===== src/rtl/mlp_pkg.sv =====
// Shared MLP definitions: backward-pass FSM states, address-width helper and
// the signed saturation function also used by the forward neuron.
package mlp_pkg;

  typedef enum logic [1:0] {IDLE, UPDATE, DONE} state_t;

  localparam int SAT_W = 64;

  // Index width, never below one bit so a single-weight neuron still has an address.
  function automatic int addr_w(input int n);
    return (n > 1) ? $clog2(n) : 1;
  endfunction

  function automatic logic signed [SAT_W-1:0] sat_to(input logic signed [SAT_W-1:0] v,
                                                     input int w);
    logic signed [SAT_W-1:0] hi;
    logic signed [SAT_W-1:0] lo;
    hi = (64'sd1 <<< (w - 1)) - 64'sd1;
    lo = -hi - 64'sd1;
    if (v > hi) return hi;
    if (v < lo) return lo;
    return v;
  endfunction

endpackage


===== src/rtl/sat_shift.sv =====
// Arithmetic right shift (static SHIFT followed by run-time shamt) and
// saturation of the result into an OW-bit signed range.
module sat_shift
  import mlp_pkg::*;
#(
  parameter int IW    = 16,
  parameter int OW    = 8,
  parameter int SHIFT = 0,
  parameter int SW    = 1
) (
  input  logic signed [IW-1:0] din,
  input  logic        [SW-1:0] shamt,
  output logic signed [OW-1:0] dout
);

  logic signed [IW-1:0]    shifted;
  logic signed [SAT_W-1:0] clamped;

  always_comb begin
    shifted = (din >>> SHIFT) >>> shamt;
    clamped = sat_to(SAT_W'(shifted), OW);
    dout    = OW'(clamped);
  end

endmodule


===== src/rtl/neuron_backprop.sv =====
// Backward pass of one neuron: owns the weight registers, updates them one per
// cycle after a start pulse and streams the error for the previous layer.
module neuron_backprop
  import mlp_pkg::*;
#(
  parameter int N   = 2,
  parameter int QM  = 3,
  parameter int QN  = 5,
  parameter int WM  = 6,
  parameter int WN  = 10,
  parameter int LRW = 4
) (
  input  logic                       clk,
  input  logic                       rst,
  input  logic                       wr_en,
  input  logic [addr_w(N)-1:0]       wr_addr,
  input  logic signed [WM+WN-1:0]    wr_data,
  input  logic                       start,
  input  logic signed [QM+QN-1:0]    in [N],
  input  logic signed [QM+QN-1:0]    delta,
  input  logic                       relu_active,
  input  logic [LRW-1:0]             lr_shift,
  output logic signed [WM+WN-1:0]    weights_out [N],
  output logic                       busy,
  output logic                       done,
  output logic                       bp_valid,
  output logic [addr_w(N)-1:0]       bp_idx,
  output logic signed [QM+QN-1:0]    bp_err
);

  localparam int QW  = QM + QN;
  localparam int WW  = WM + WN;
  localparam int AW  = addr_w(N);
  localparam int PW  = 2 * QW;
  localparam int BW  = WW + QW;
  localparam int GSH = 2 * QN - WN;
  localparam int DW  = ((PW > WW) ? PW : WW) + 1;

  if (2 * QN < WN) begin : g_fmt_check
    $error("neuron_backprop: 2*QN must be >= WN");
  end

  state_t               state_reg, state_next;
  logic signed [WW-1:0] w_reg [N];
  logic signed [QW-1:0] in_reg [N];
  logic signed [QW-1:0] delta_reg;
  logic [LRW-1:0]       lr_reg;
  logic [AW-1:0]        k_reg;
  logic signed [QW-1:0] bp_err_reg;
  logic [AW-1:0]        bp_idx_reg;
  logic                 bp_valid_reg;

  logic signed [WW-1:0] w_cur;
  logic signed [QW-1:0] in_cur;
  logic signed [PW-1:0] prod;
  logic signed [PW-1:0] grad;
  logic signed [BW-1:0] back;
  logic signed [QW-1:0] back_sat;
  logic signed [DW-1:0] diff;
  logic signed [WW-1:0] w_new;

  // delta_reg already holds the ReLU-gated error, so a closed gate zeroes both paths.
  always_comb begin
    w_cur  = w_reg[k_reg];
    in_cur = in_reg[k_reg];
    prod   = PW'(delta_reg) * PW'(in_cur);
    back   = BW'(w_cur) * BW'(delta_reg);
    diff   = DW'(w_cur) - DW'(grad);
    w_new  = WW'(sat_to(SAT_W'(diff), WW));
  end

  sat_shift #(.IW(PW), .OW(PW), .SHIFT(GSH), .SW(LRW)) u_grad_shift (
    .din   (prod),
    .shamt (lr_reg),
    .dout  (grad)
  );

  sat_shift #(.IW(BW), .OW(QW), .SHIFT(WN), .SW(1)) u_err_shift (
    .din   (back),
    .shamt (1'b0),
    .dout  (back_sat)
  );

  always_comb begin
    state_next = state_reg;
    case (state_reg)
      IDLE:    if (start) state_next = UPDATE;
      UPDATE:  if (k_reg == AW'(N - 1)) state_next = DONE;
      DONE:    state_next = IDLE;
      default: state_next = IDLE;
    endcase
  end

  always_ff @(posedge clk) begin
    if (rst) begin
      state_reg    <= IDLE;
      k_reg        <= '0;
      delta_reg    <= '0;
      lr_reg       <= '0;
      bp_err_reg   <= '0;
      bp_idx_reg   <= '0;
      bp_valid_reg <= 1'b0;
      for (int i = 0; i < N; i++) begin
        w_reg[i]  <= '0;
        in_reg[i] <= '0;
      end
    end else begin
      state_reg    <= state_next;
      bp_valid_reg <= 1'b0;
      case (state_reg)
        IDLE: begin
          if (wr_en) w_reg[wr_addr] <= wr_data;
          if (start) begin
            k_reg     <= '0;
            delta_reg <= relu_active ? delta : '0;
            lr_reg    <= lr_shift;
            for (int i = 0; i < N; i++) in_reg[i] <= in[i];
          end
        end
        UPDATE: begin
          w_reg[k_reg] <= w_new;
          bp_err_reg   <= back_sat;
          bp_idx_reg   <= k_reg;
          bp_valid_reg <= 1'b1;
          k_reg        <= k_reg + 1'b1;
        end
        default: ;
      endcase
    end
  end

  for (genvar gi = 0; gi < N; gi++) begin : g_wout
    assign weights_out[gi] = w_reg[gi];
  end

  assign busy     = (state_reg == UPDATE);
  assign done     = (state_reg == DONE);
  assign bp_valid = bp_valid_reg;
  assign bp_idx   = bp_idx_reg;
  assign bp_err   = bp_err_reg;

endmodule


===== config.mk =====
export PLATFORM = sky130hd
export DESIGN_NAME = neuron_backprop
export DESIGN_NICKNAME = d
export VERILOG_FILES = /design/src/rtl/mlp_pkg.sv /design/src/rtl/sat_shift.sv /design/src/rtl/neuron_backprop.sv
export SDC_FILE = /design/constraint.sdc
export NUM_CORES = 1
export LEC_CHECK = 0
export ABC_CLOCK_PERIOD_IN_PS = 11500
export BUFFER_PORTS_ARGS = -buffer_cell sky130_fd_sc_hd__buf_2
export CORE_UTILIZATION = 43
export DETAILED_ROUTE_END_ITERATION = 10
export SYNTH_ARGS = -nofsm -noshare
export SYNTH_HDL_FRONTEND = slang
export SYNTH_SLANG_ARGS = --single-unit

===== constraint.sdc =====
create_clock -name clk -period 11.5 [get_ports clk]
set_clock_uncertainty 0.2 [all_clocks]
set_input_delay 0.575 -clock clk [delete_from_list [all_inputs] [get_ports clk]]
set_output_delay 0.575 -clock clk [all_outputs]
set_load 0.01 [all_outputs]

# --- Word-level counts from Yosys, hierarchy flattened ---
# Memory sizes are Yosys's and may differ from the RTL's. A register that Yosys moved wholly into a read port is not among the register bits.
# Cells that the tools add are included.
totals:
  register_bits: 25
  latchBits: 0
  ram_bits: 48
  romBits: 0
  out_inout_bits: 44
  word_cells: 85
  mem_count: 2
memory_table:
  columns: ["memory", "depth", "width", "rd", "rd_clocked_by_memory_dff", "write_ports", "line_no", "rtl"]
  rows:
  - ["w_reg", 2, 16, 3, 1, 2, "neuron_backprop.sv:44", "logic signed [WW-1:0] w_reg [N];"]
  - ["in_reg", 2, 8, 1, 1, 2, "neuron_backprop.sv:45", "logic signed [QW-1:0] in_reg [N];"]
classes:
  add_sub_neg: 2
  mul: 2
  div_mod_pow: 0
  n_lt_le_gt_ge: 6
  n_eq_ne: 4
  shifts: 1
  n_mux: 52
  n_bitwise: 2
  reduce_logical: 7
ops:
  columns: ["operator", "count"]
  rows:
  - ["2-to-1 mux 16 bit", 10]
  - ["2-to-1 mux 8 bit", 7]
  - ["OR reduction 16 bit", 2]
  - ["2-to-1 mux 1 bit", 31]
  - ["multiplier 16 x 8 -> 24 bit", 1]
  - ["greater-than comparator 17 x 16 -> 1 bit (second input constant)", 1]
  - ["less-than comparator 17 x 16 -> 1 bit (second input constant)", 1]
  - ["subtractor 16 x 16 -> 17 bit", 1]
  - ["greater-than comparator 16 bit (second input constant)", 1]
  - ["less-than comparator 16 bit (second input constant)", 1]
  - ["multiplier 8 x 8 -> 16 bit", 1]
  - [">>> shifter 16 x 4 -> 16 bit", 1]
  - ["greater-than comparator 14 x 8 -> 1 bit (second input constant)", 1]
  - ["less-than comparator 14 x 8 -> 1 bit (second input constant)", 1]
  - ["AND reduction 2 bit", 3]
  - ["2-to-1 mux 2 bit", 2]
  - ["one-hot mux 2 bit (2 select lines)", 1]
  - ["== test 2 x 1 -> 1 bit (second input constant)", 1]
  - ["== test 2 bit (second input constant)", 1]
  - ["zero test 2 bit", 1]
  - ["inequality test 2 x 1 -> 1 bit (second input constant)", 1]
  - ["inequality test 2 bit (second input constant)", 1]
  - ["OR 1 bit", 2]
  - ["one-hot mux 1 bit (2 select lines)", 1]
  - ["2 further kinds", 2]

# --- Longest topological paths before layout ---
logic_depth:
  ltp_word: 14
  ltp_mapped: 34

# --- Cells and area by module ---
# A second synthesis with hierarchy kept.
hier_totals:
  cells_unflattened: 1327
  area_unflattened_um2: 12171.7
modules_own_cells:
  columns: ["mod", "instances", "cells_each", "area_per_inst_um2"]
  rows:
  - ["neuron_backprop", 1, 1209, 11121.9]
  - ["sat_shift (u_grad_shift)", 1, 80, 787.0]
  - ["sat_shift (u_err_shift)", 1, 38, 262.8]

# --- Worst setup path after synthesis ---
# No wires, ideal clock.
synth_path:
  kind: "register to register"
  start: "register (tool-made name)"
  end: "memory w_reg[1][2] (netlist bit) (data pin)"
  arrival_time_ns: 8.387
  t_required_ns: 11.031
  setup_slack_ns: 2.644
  path_stages_with_launch: 34
  path_buffers: 3
  cell_sequence: "dfxtp_1 -> clkbuf_1 -> clkbuf_1 -> mux2i_1 -> nand2b_1 -> fa_1 -> fa_1 -> inv_1 -> fa_1 -> inv_1 -> fa_1 -> inv_1 -> ha_1 -> nand3_1 -> o2111ai_2 -> o31a_1 -> a31o_1 -> a31oi_1 -> xor2_1 -> mux2i_1 -> mux4_2 -> a21oi_1 -> ha_1 -> fa_1 -> nand2b_1 -> a21boi_0 -> o21ai_0 -> a21oi_1 -> a311o_2 -> a2111oi_4 -> nor2_1 -> buf_2 -> o21ai_4 -> o22ai_1"
synth_rtl:
  columns: ["element", "line_no"]
  rows:
  - ["to (decl)", "neuron_backprop.sv:44"]

==> metrics.md <==
| Metric | Value |
|---|---|
| Pleak | `6.15 nW` |
| Max Buffers Root-to-Sink | `2` |
| Synth Warn # | `0` |
| Post-place setup slack | `1.79 ns` |
| Post-Syn Area | `11800 um2` |
| Asr flop ratio synth | `0%` |
| Fmax | `103 MHz` |
| # IOs | `94` |
| Fillers | `2596` |
| Slowest-stage cell, CP | `mux2i_1` |
| Setup-failing EPs final | `0` |
| Syn_area_per_cell | `9.14 um2` |
| Detailed Place HPWL | `24100 um` |
| Reg2reg end | `w_reg[0][2]` |
| RSZ-0062 raised after global routing | `false` |
| Largest net degree at the start of global routing | `31` |
| Outcome | `finished clean` |
| Clock root buffer master | `clkbuf_16` |
| R2R cell count | `30` |
| Inst Count DP | `1684` |
| Remaining antenna violation count | `0` |
| Antenna cell count | `0` |
| PostCTS Resize Cnt | `0` |
| Vias in the first global route | `9178` |
| R2R setup slack | `1.77 ns` |
| Sink Count | `74` |
| Maxcap violations | `0` |
| Final Worst Setup Slack | `1.77 ns` |
| Crit path time final | `9.73 ns` |
| Port bufs | `93` |
| CTS clock-pin slew for the worst setup and hold paths | `0.08 ns` |
| Count of cell types in the netlist | `78` |
| Antenna violations before repair | `1` |
| Hold WC Path Type | `in2reg` |
| Worst skew pair latency | `0.36 ns` |
| Chip Height | `167 um` |
| Post-route insts no fill | `1700` |
| # hold bufs at CTS | `0` |
| PD cells | `137 nW/um2` |
| Die area | `28000 um2` |
| WP data arrival | `9.61 ns` |
| Least-Margin Pin Slew | `1.01 ns` |
| Max reg flops | `32` |
| Hold_sp | `delta[4]` |
| Post-DR vias/cell | `5.42` |
| Die X | `167 um` |
| CP max stage delay | `0.75 ns` |
| Vias | `9218` |
| Worst setup SP type | `register` |
| Most frequent CP cell | `fa_1` |
| Max Slew Vio Count | `0` |
| Drt pass-1 iters | `5` |
| Synthesis-to-finish area growth | `9.69%` |
| RePlAce Congestion | `0.906` |
| Commonest non-fill, non-tap cell in the layout | `inv_1` |
| # nets final | `1649` |
| WL per Instance | `17.9 um` |
| Total gr overflow | `0` |
| CTS buffer count | `9` |
| H-tree Lvls | `3` |
| Net Count, Synth | `1582` |
| Maximum fanout along the worst path | `11` |
| Most frequent cells in the layout | `206 x inv_1, 157 x fa_1, 98 x nand2_1` |
| Crit end category | `register` |
| Setup_tns | `0 ns` |
| Final hold vios | `0` |
| Core area | `26900 um2` |
| Combined area of the multi-input logic cells | `8820 um2` |
| Hold endpoint | `delta_reg[4]` |
| Post-layout util | `48.0%` |
| Period Utilization, post-route | `84.6%` |
| Post-synth EDFFs | `48` |
| Total wire length | `30400 um` |
| VDD IR max | `0.128 mV` |
| DRC marker count from the first detailed-route iteration | `751` |
| Gate count after technology mapping | `1287` |
| Synth Register Bits | `74` |
| First-pass GRT wire length | `48900 um` |
| Main synth FF type | `edfxtp_1` |
| Worst EP required | `11.38 ns` |
| Starting Density | `43.8%` |
| Setup bufs post-CTS | `0` |
| Reg area | `1960 um2` |
| Slew margin rel. | `30.7%` |
| Seq/Total Area, Yosys | `16.7%` |
| Crit Path Class | `reg2reg` |
| Drt drc | `0` |
| TritonCTS clock tree | `built` |
| Layout cells sized above 1 | `13.5%` |
| Row cnt | `60` |
| Fin Hold WS | `0.223 ns` |
| GRT Util Overall | `22.4%` |
| Worst hold stages | `2` |
## critical path, delay by kind of cell (launching register included)
family	cells	cell delay, ns
multiplexers	3	1.42
buffers and inverters	3	0.16
XOR/XNOR	1	0.29
flip-flops	1	0.68
adder cells (fa/ha/maj)	7	2.75
AND/OR/NAND/NOR	4	0.78
AO/OA/AOI/OAI	12	3.18
## power breakdown
part | internal [mW] | switching (mW)
registers | 0.324 | 0.0296
logic | 0.416 | 0.655
clock network | 0.196 | 0.144
## per-layer routing
layer	GRT usage (%)	vias up	share of wire, %
li1	-	4386	-
met1	31.2	4537	45
met2	36.9	269	47
met3	3.05	26	5.8
met4	5.15	0	1.6
met5	0	-	0
## cell families after synthesis
group                      count (synthesis)  synth area share [%]
AOI/OAI and AO/OA                        219                  13.3
xor gates and xnor gates                  38                  2.89
adders and majority gates                249                  36.4
buffers and inverters                    259                  8.32
DFF                                       74                  16.7
muxes                                     47                  4.60
and+or+nand+nor                          401                  17.8
## worst max-delay path by stage
stage	from	endpoint	depth (start not counted)
global placement	register	w_reg[0][3]	30
CTS	register	w_reg[0][2]	30
finish	register	w_reg[0][2]	30
floorplan	register	w_reg[1][2]	33
global route	register	w_reg[0][4]	30
detailed placement	register	w_reg[0][2]	30
## cell usage after synthesis (all sizes together), types with 5 or more instances
cell type	number	area share (%)
or2	17	0.90
xor2	13	1.0
dfxtp	26	4.4
o21a	6	0.38
o211ai	23	1.5
or3	8	0.43
inv	206	6.6
fa	157	27
nor2b	57	3.0
clkbuf	47	1.5
nand3	12	0.51
mux2i	21	1.8
nor2	68	2.2
a21oi	40	1.7
nor3	23	0.98
ha	88	9.4
a31oi	5	0.32
o31ai	5	0.32
mux2	23	2.2
xnor2	25	1.9
o21ai	33	1.5
nand2b	13	0.69
a21o	14	0.89
nand2	98	3.1
edfxtp	48	12
a211oi	24	1.5
a22o	9	0.67
o22ai	18	0.96
and2	84	4.5
## area by class of cell
| cell class | instances | share of cell area [%] |
|---|---|---|
| timing repair buffer | 107 | 4.42 |
| clock inverter | 7 | 0.854 |
| sequential | 74 | 15.2 |
| inverter | 208 | 6.05 |
| multi-input combinational | 954 | 68.4 |
| tap | 341 | 3.31 |
| clock buffer | 9 | 1.75 |
## stage by stage
step / power [mW] / instance area, um2
2_1_floorplan: 1.14 / 11800
3_3_place_gp: 1.41 / 12600
3_5_place_dp: 1.41 / 12600
4_1_cts: 1.76 / 12900
5_1_grt: 1.90 / 12900
6_report: 1.76 / 12900
Note: power is estimated with default switching activity, not from simulation.
